<file path="src/rtl/adc_trig_reader.sv">
// -----------------------------------------------------------------------------
// adc_trig_reader
//
// Receives the ADC trigger pulse from the ramp trigger generator, edge-detects
// it, optionally decimates it to every DECIM-th rising edge and runs one
// conversion/readout cycle of an external SPI-style ADC per accepted edge.
// The finished word is presented with a one-cycle valid strobe.
//
// Ports
//   clk        system clock, all logic on posedge
//   rst        asynchronous, active-high reset
//   adc_trig   trigger input, synchronous to clk
//   adc_sdo    ADC serial data, MSB first
//   adc_cs_n   ADC chip select / convert start, active low
//   adc_sclk   ADC serial clock, idles low
//   adc_data   last completed sample (holds between strobes)
//   adc_valid  one-cycle strobe, adc_data updated this cycle
//   busy       high whenever the FSM is not in IDLE
//   trig_miss  one-cycle pulse for a rising edge dropped while busy
//
// Requires DATA_W >= 2, CLK_DIV >= 1, CNV_WAIT >= 1, QUIET >= 1, DECIM >= 1.
//
// state  | meaning
// -------+----------------------------------------------------------
// IDLE   | waiting for a rising trigger edge, decimation count runs
// CNV    | cs_n low, conversion time before the first SCLK edge
// SHIFT  | DATA_W SCLK periods, sample adc_sdo on each rising SCLK
// DONE   | one cycle with cs_n still low; strobe already issued
// QUIET  | cs_n high, minimum deselect time before the next start
// -----------------------------------------------------------------------------
module adc_trig_reader #(
    parameter int DATA_W   = 12,
    parameter int CLK_DIV  = 2,
    parameter int CNV_WAIT = 4,
    parameter int QUIET    = 2,
    parameter int DECIM    = 1
) (
    input  logic              clk,
    input  logic              rst,
    input  logic              adc_trig,
    input  logic              adc_sdo,
    output logic              adc_cs_n,
    output logic              adc_sclk,
    output logic [DATA_W-1:0] adc_data,
    output logic              adc_valid,
    output logic              busy,
    output logic              trig_miss
);

    localparam logic [2:0] ST_IDLE  = 3'd0;
    localparam logic [2:0] ST_CNV   = 3'd1;
    localparam logic [2:0] ST_SHIFT = 3'd2;
    localparam logic [2:0] ST_DONE  = 3'd3;
    localparam logic [2:0] ST_QUIET = 3'd4;

    // One down-counter times CNV, each SCLK half-period and QUIET, so it is
    // sized for the largest of the three load values.
    localparam int TMR_MAX_A = (CNV_WAIT > QUIET) ? CNV_WAIT : QUIET;
    localparam int TMR_MAX   = ((TMR_MAX_A > CLK_DIV) ? TMR_MAX_A : CLK_DIV) - 1;
    localparam int TMR_W     = (TMR_MAX > 0) ? $clog2(TMR_MAX + 1) : 1;
    localparam int BIT_W     = $clog2(DATA_W);
    localparam int DCNT_W    = (DECIM > 1) ? $clog2(DECIM) : 1;

    localparam logic [TMR_W-1:0]  CNV_LOAD   = TMR_W'(CNV_WAIT - 1);
    localparam logic [TMR_W-1:0]  PH_LOAD    = TMR_W'(CLK_DIV - 1);
    localparam logic [TMR_W-1:0]  QUIET_LOAD = TMR_W'(QUIET - 1);
    localparam logic [BIT_W-1:0]  BIT_LOAD   = BIT_W'(DATA_W - 1);
    localparam logic [DCNT_W-1:0] DCNT_LAST  = DCNT_W'(DECIM - 1);

    logic [2:0]        state;
    logic [1:0]        trig_r;
    logic              trig_rise;
    logic [TMR_W-1:0]  tmr;
    logic [BIT_W-1:0]  bit_cnt;
    logic [DCNT_W-1:0] dcnt;
    logic [DATA_W-1:0] sreg;

    // History resets to all-ones so a trigger already high when reset is
    // released does not look like a fresh edge.
    always_ff @(posedge clk or posedge rst) begin
        if (rst) begin
            trig_r <= 2'b11;
        end else begin
            trig_r <= {trig_r[0], adc_trig};
        end
    end

    assign trig_rise = trig_r[0] & ~trig_r[1];
    assign busy      = (state != ST_IDLE);

    always_ff @(posedge clk or posedge rst) begin
        if (rst) begin
            state     <= ST_IDLE;
            tmr       <= '0;
            bit_cnt   <= '0;
            dcnt      <= '0;
            sreg      <= '0;
            adc_cs_n  <= 1'b1;
            adc_sclk  <= 1'b0;
            adc_data  <= '0;
            adc_valid <= 1'b0;
            trig_miss <= 1'b0;
        end else begin
            adc_valid <= 1'b0;
            trig_miss <= trig_rise && (state != ST_IDLE);

            case (state)
                ST_IDLE: begin
                    if (trig_rise) begin
                        if (dcnt == DCNT_LAST) begin
                            dcnt     <= '0;
                            state    <= ST_CNV;
                            adc_cs_n <= 1'b0;
                            tmr      <= CNV_LOAD;
                        end else begin
                            dcnt <= dcnt + 1'b1;
                        end
                    end
                end

                ST_CNV: begin
                    if (tmr == '0) begin
                        state   <= ST_SHIFT;
                        tmr     <= PH_LOAD;
                        bit_cnt <= BIT_LOAD;
                    end else begin
                        tmr <= tmr - 1'b1;
                    end
                end

                // Each bit: CLK_DIV cycles low, then CLK_DIV cycles high.
                // Data is captured on the edge that raises SCLK; the ADC
                // updates its output on the falling SCLK edge.
                ST_SHIFT: begin
                    if (tmr != '0) begin
                        tmr <= tmr - 1'b1;
                    end else if (!adc_sclk) begin
                        adc_sclk <= 1'b1;
                        sreg     <= {sreg[DATA_W-2:0], adc_sdo};
                        tmr      <= PH_LOAD;
                    end else begin
                        adc_sclk <= 1'b0;
                        tmr      <= PH_LOAD;
                        if (bit_cnt == '0) begin
                            // Strobe on entry to DONE so valid lines up with
                            // the first DONE cycle.
                            state     <= ST_DONE;
                            adc_data  <= sreg;
                            adc_valid <= 1'b1;
                        end else begin
                            bit_cnt <= bit_cnt - 1'b1;
                        end
                    end
                end

                ST_DONE: begin
                    adc_cs_n <= 1'b1;
                    state    <= ST_QUIET;
                    tmr      <= QUIET_LOAD;
                end

                ST_QUIET: begin
                    if (tmr == '0) begin
                        state <= ST_IDLE;
                    end else begin
                        tmr <= tmr - 1'b1;
                    end
                end

                default: begin
                    state    <= ST_IDLE;
                    adc_cs_n <= 1'b1;
                    adc_sclk <= 1'b0;
                end
            endcase
        end
    end

endmodule

</file>
<file path="config.mk">
export PLATFORM = sky130hd
export DESIGN_NAME = adc_trig_reader
export DESIGN_NICKNAME = d
export VERILOG_FILES = /design/src/rtl/adc_trig_reader.sv
export SDC_FILE = /design/constraint.sdc
export NUM_CORES = 1
export LEC_CHECK = 0
export CORE_MARGIN = 4
export CORE_UTILIZATION = 54
export DETAILED_ROUTE_END_ITERATION = 12
export PLACE_DENSITY = 0.77
export SETUP_SLACK_MARGIN = 0.05
export SYNTH_ARGS = -nofsm -noshare
export SYNTH_HDL_FRONTEND = slang
export SYNTH_SLANG_ARGS = --single-unit
export TNS_END_PERCENT = 1
</file>
<file path="constraint.sdc">
create_clock -name clk -period 2.6 [get_ports clk]
set_input_delay 0.65 -clock clk [delete_from_list [all_inputs] [get_ports clk]]
set_output_delay 0.65 -clock clk [all_outputs]
set_load 0.02 [all_outputs]
</file>
==> impl_metrics.py <==
metrics = {
    "sta": {
        "setup_viol": 0,
        "rsz0062_at_grt": "false",
        "hold_viol": 0,
        "tightest_slew_ns": 0.469,
        "final_max_slew_viol_count": 0,
        "fmax_ghz": 0.421,
        "fin_crit_ns": 2.37,
        "hold_ws_ns": 0.380,
        "post-route-period-util_pct": 91.3,
        "setup_tns_ns": 0,
        "maxSlewHeadroom_pct": 68.8,
        "skew_ns": 0.0159,
    },
    "critical_path": {
        "cp.arrival_ns": 1.72,
        "startpoint_type": "flip-flop",
        "slowest_delay_ns": 0.57,
        "end_kind": "primary output",
        "setup.worst_path.start": "state[0]$_DFFE_PP0P_",
        "rr_startpoint": "tmr[0]$_DFFE_PP0P_",
        "crit_buf_inv": 1,
        "cp_slowest_cell": "clkdlybuf4s50_1",
        "crit_fanout": 3,
        "crit_family": "buffers and inverters",
        "required_ns": 1.95,
        "path_class": "flip-flop to primary output",
        "worstPathCellList": "or3_1 > clkdlybuf4s50_1",
    },
    "synthesis": {
        "synth.largest_area_cell": "dfrtp_1",
        "syn_area_sq_um": 1780,
        "ys_seq_area_share_pct": 55.0,
        "synthMuxAreaShare_pct": 15.2,
        "synth_cell_types": 43,
        "synth-adder-area-share_pct": 3.37,
        "synthCells": 139,
        "synthesis.nets": 147,
        "synth_top_family_by_area": "multiplexers",
        "synth_compound_area_share_pct": 9.35,
        "yosys.area_share.simple_pct": 12.4,
        "synth-seq-cells": 39,
        "synth-xor-area-share_pct": 0.492,
        "synthTopCellsByArea": "dfrtp_1, mux2_2, dfstp_2",
        "synth_warnings": 0,
        "synth_area_per_cell_sq_um": 12.8,
        "synth_top_area_share_pct": 50.6,
    },
    "drt": {
        "via_per_inst": 5.43,
        "drt_iter0_markers": 21,
        "dr_total_vias": 1135,
        "routed_wl_um": 3070,
        "drt_first_pass_iters": 4,
        "ant_nets": 0,
        "route.detailed.drc": 0,
        "wl_per_cell_um": 14.7,
    },
    "worst_hold_path": {
        "worstHoldStart": "trig_r[0]$_DFF_PP1_",
        "hp-class": "flip-flop to flip-flop",
    },
    "power_and_ir_drop": {
        "p_int_mw": 1.23,
        "pwr_density_cell_nw_per_um2": 884,
        "p_seq_share_pct": 41.8,
        "p_clk_share_pct": 21.5,
        "finalPower_mw": 1.88,
        "p_leak_nw": 0.998,
        "netSwitchingPower_mw": 0.648,
        "power.share.switching_pct": 34.5,
        "ir_worst_vdd_v": 0.000936,
        "combPwrFrac_pct": 36.7,
    },
    "final_layout": {
        "fin_cells": 209,
        "regArea_sq_um": 980,
        "fillers": 239,
        "drive_above_1_share_pct": 29.7,
        "syn2layout_area_growth_pct": 19.2,
        "num-nets-final": 172,
        "final_util_pct": 68.4,
        "final_cell_mix": "dfrtp_1, mux2_2, clkdlybuf4s50_1",
        "diodes": 0,
        "multi_input_area_sq_um": 727,
        "final_common_cell": "dfrtp_1",
    },
    "floorplan": {
        "die_w_um": 65.4,
        "ios": 21,
        "die_h_um": 65.4,
        "core_area_sq_um": 3100,
        "dieArea_sq_um": 4280,
        "start_util_pct": 57.4,
        "rows": 20,
    },
    "placed_design": {
        "portBuffers": 20,
        "numPlacedInstances": 201,
        "dpl.hpwl_um": 2090,
        "place.gp.congestion": 0.738,
    },
    "cts": {
        "cts_hold_buf": 0,
        "cts_max_level": 2,
        "clk_pin_slew_ns": 0.10,
        "cts_resized": 0,
        "cts-root-buf": "clkbuf_4",
        "cts_tree": "built",
        "worstSkewPairLatency_ns": 0.35,
        "cts_setup_buffers": 0,
        "cts_made_buffers": 5,
        "clkSinkCount": 39,
        "clockBufferDepth": 2,
    },
    "grt": {
        "grt_pass1_vias": 1180,
        "grt.total_usage_pct": 16.8,
        "antenna_found_initial": 0,
        "grt-ovfl-total": 0,
        "grt_pass1_wl_um": 5480,
        "grt_max_degree": 40,
    },
    "run": {
        "cap_violations": 0,
    },
    "outcome": {
        "status": "finished clean",
    },
}
## worst paths after layout
check                      slack, ns                       to  cells past startpoint
max                             0.23                     busy                      2
min                             0.38      trig_r[1]$_DFF_PP1_                      0
max reg2reg                     0.40  adc_data[8]$_DFFE_PP0P_                      6
min reg2reg                     0.38      trig_r[1]$_DFF_PP1_                      0
max in group asynchronous       1.53      trig_r[1]$_DFF_PP1_                      3
min in group asynchronous       0.69  adc_data[2]$_DFFE_PP0P_                      3
## through the flow
stage | worst slack, ns | instance area (sq um)
after floorplan | 0.674 | 1780
after global placement | 0.557 | 2040
after detailed placement | 0.438 | 2040
after CTS | 0.201 | 2120
after global routing | 0.135 | 2120
final | 0.225 | 2120
## area by class of cell
cell class	count	share of cell area, %
flip-flops and latches	39	46.2
multi-input cells	83	34.3
repair buffers	26	11.6
well taps	44	2.59
clock inverters	3	2.06
clock buffers	5	1.77
inverters	9	1.59
## power groups by stage
stage                     clock network, mW  logic, mW  registers, mW
after global routing                  0.446      0.772          0.802
after global placement                    0      0.658          0.791
final                                 0.402      0.688          0.785
after floorplan                           0      0.488          0.803
after CTS                             0.414      0.690          0.786
after detailed placement                  0      0.684          0.796
## flip-flops by register name (all words and copies together) (netlist names), 2 cells and up
register,flops
sreg,12
tmr,2
adc_data,12
bit_cnt,4
state,3
trig_r,2
## worst register-to-register path: stages (launching register included)
cell and delay [ns]:
dfrtp_1 0.45, inv_1 0.08, ha_1 0.43, inv_1 0.19
nor4_4 0.31, buf_4 0.26, mux2_2 0.37
## synthesized netlist by cell type, drive strengths merged
library cell / n
a211o: 1
a21o: 1
a21oi: 2
a221oi: 3
a2bb2oi: 1
a31o: 1
a31oi: 2
a32o: 1
and3: 2
and4bb: 1
buf: 4
clkbuf: 4
dfrtp: 36
dfstp: 3
ha: 4
inv: 9
maj3: 1
mux2: 24
nand2: 1
nand2b: 3
nand3: 1
nand3b: 1
nand4: 1
nor2: 3
nor2b: 5
nor3: 2
nor3b: 3
nor4: 2
nor4b: 3
o21a: 1
o21ai: 2
o21bai: 1
o221ai: 1
o22a: 1
o22ai: 2
o311ai: 2
or2: 1
or3: 1
or3b: 1
xor2: 1
## layer usage
| layer | routed length [um] | up-vias | share of wire [%] | global-route usage [%] |
|---|---|---|---|---|
| met3 | 122 | 5 | 4.0 | 6.15 |
| li1 | - | 554 | - | - |
| met5 | 0 | - | 0 | 0 |
| met1 | 1450 | 555 | 47 | 21.5 |
| met4 | 35 | 0 | 1.1 | 5.44 |
| met2 | 1460 | 21 | 48 | 26.3 |
## cells by family after synthesis
kind of cell | after synthesis
buf+inv | 17
xor+xnor | 1
flops | 39
mux | 24
compound gates | 22
fa+ha+maj | 5
simple gates | 31
Note: power is estimated with default switching activity, not from simulation.
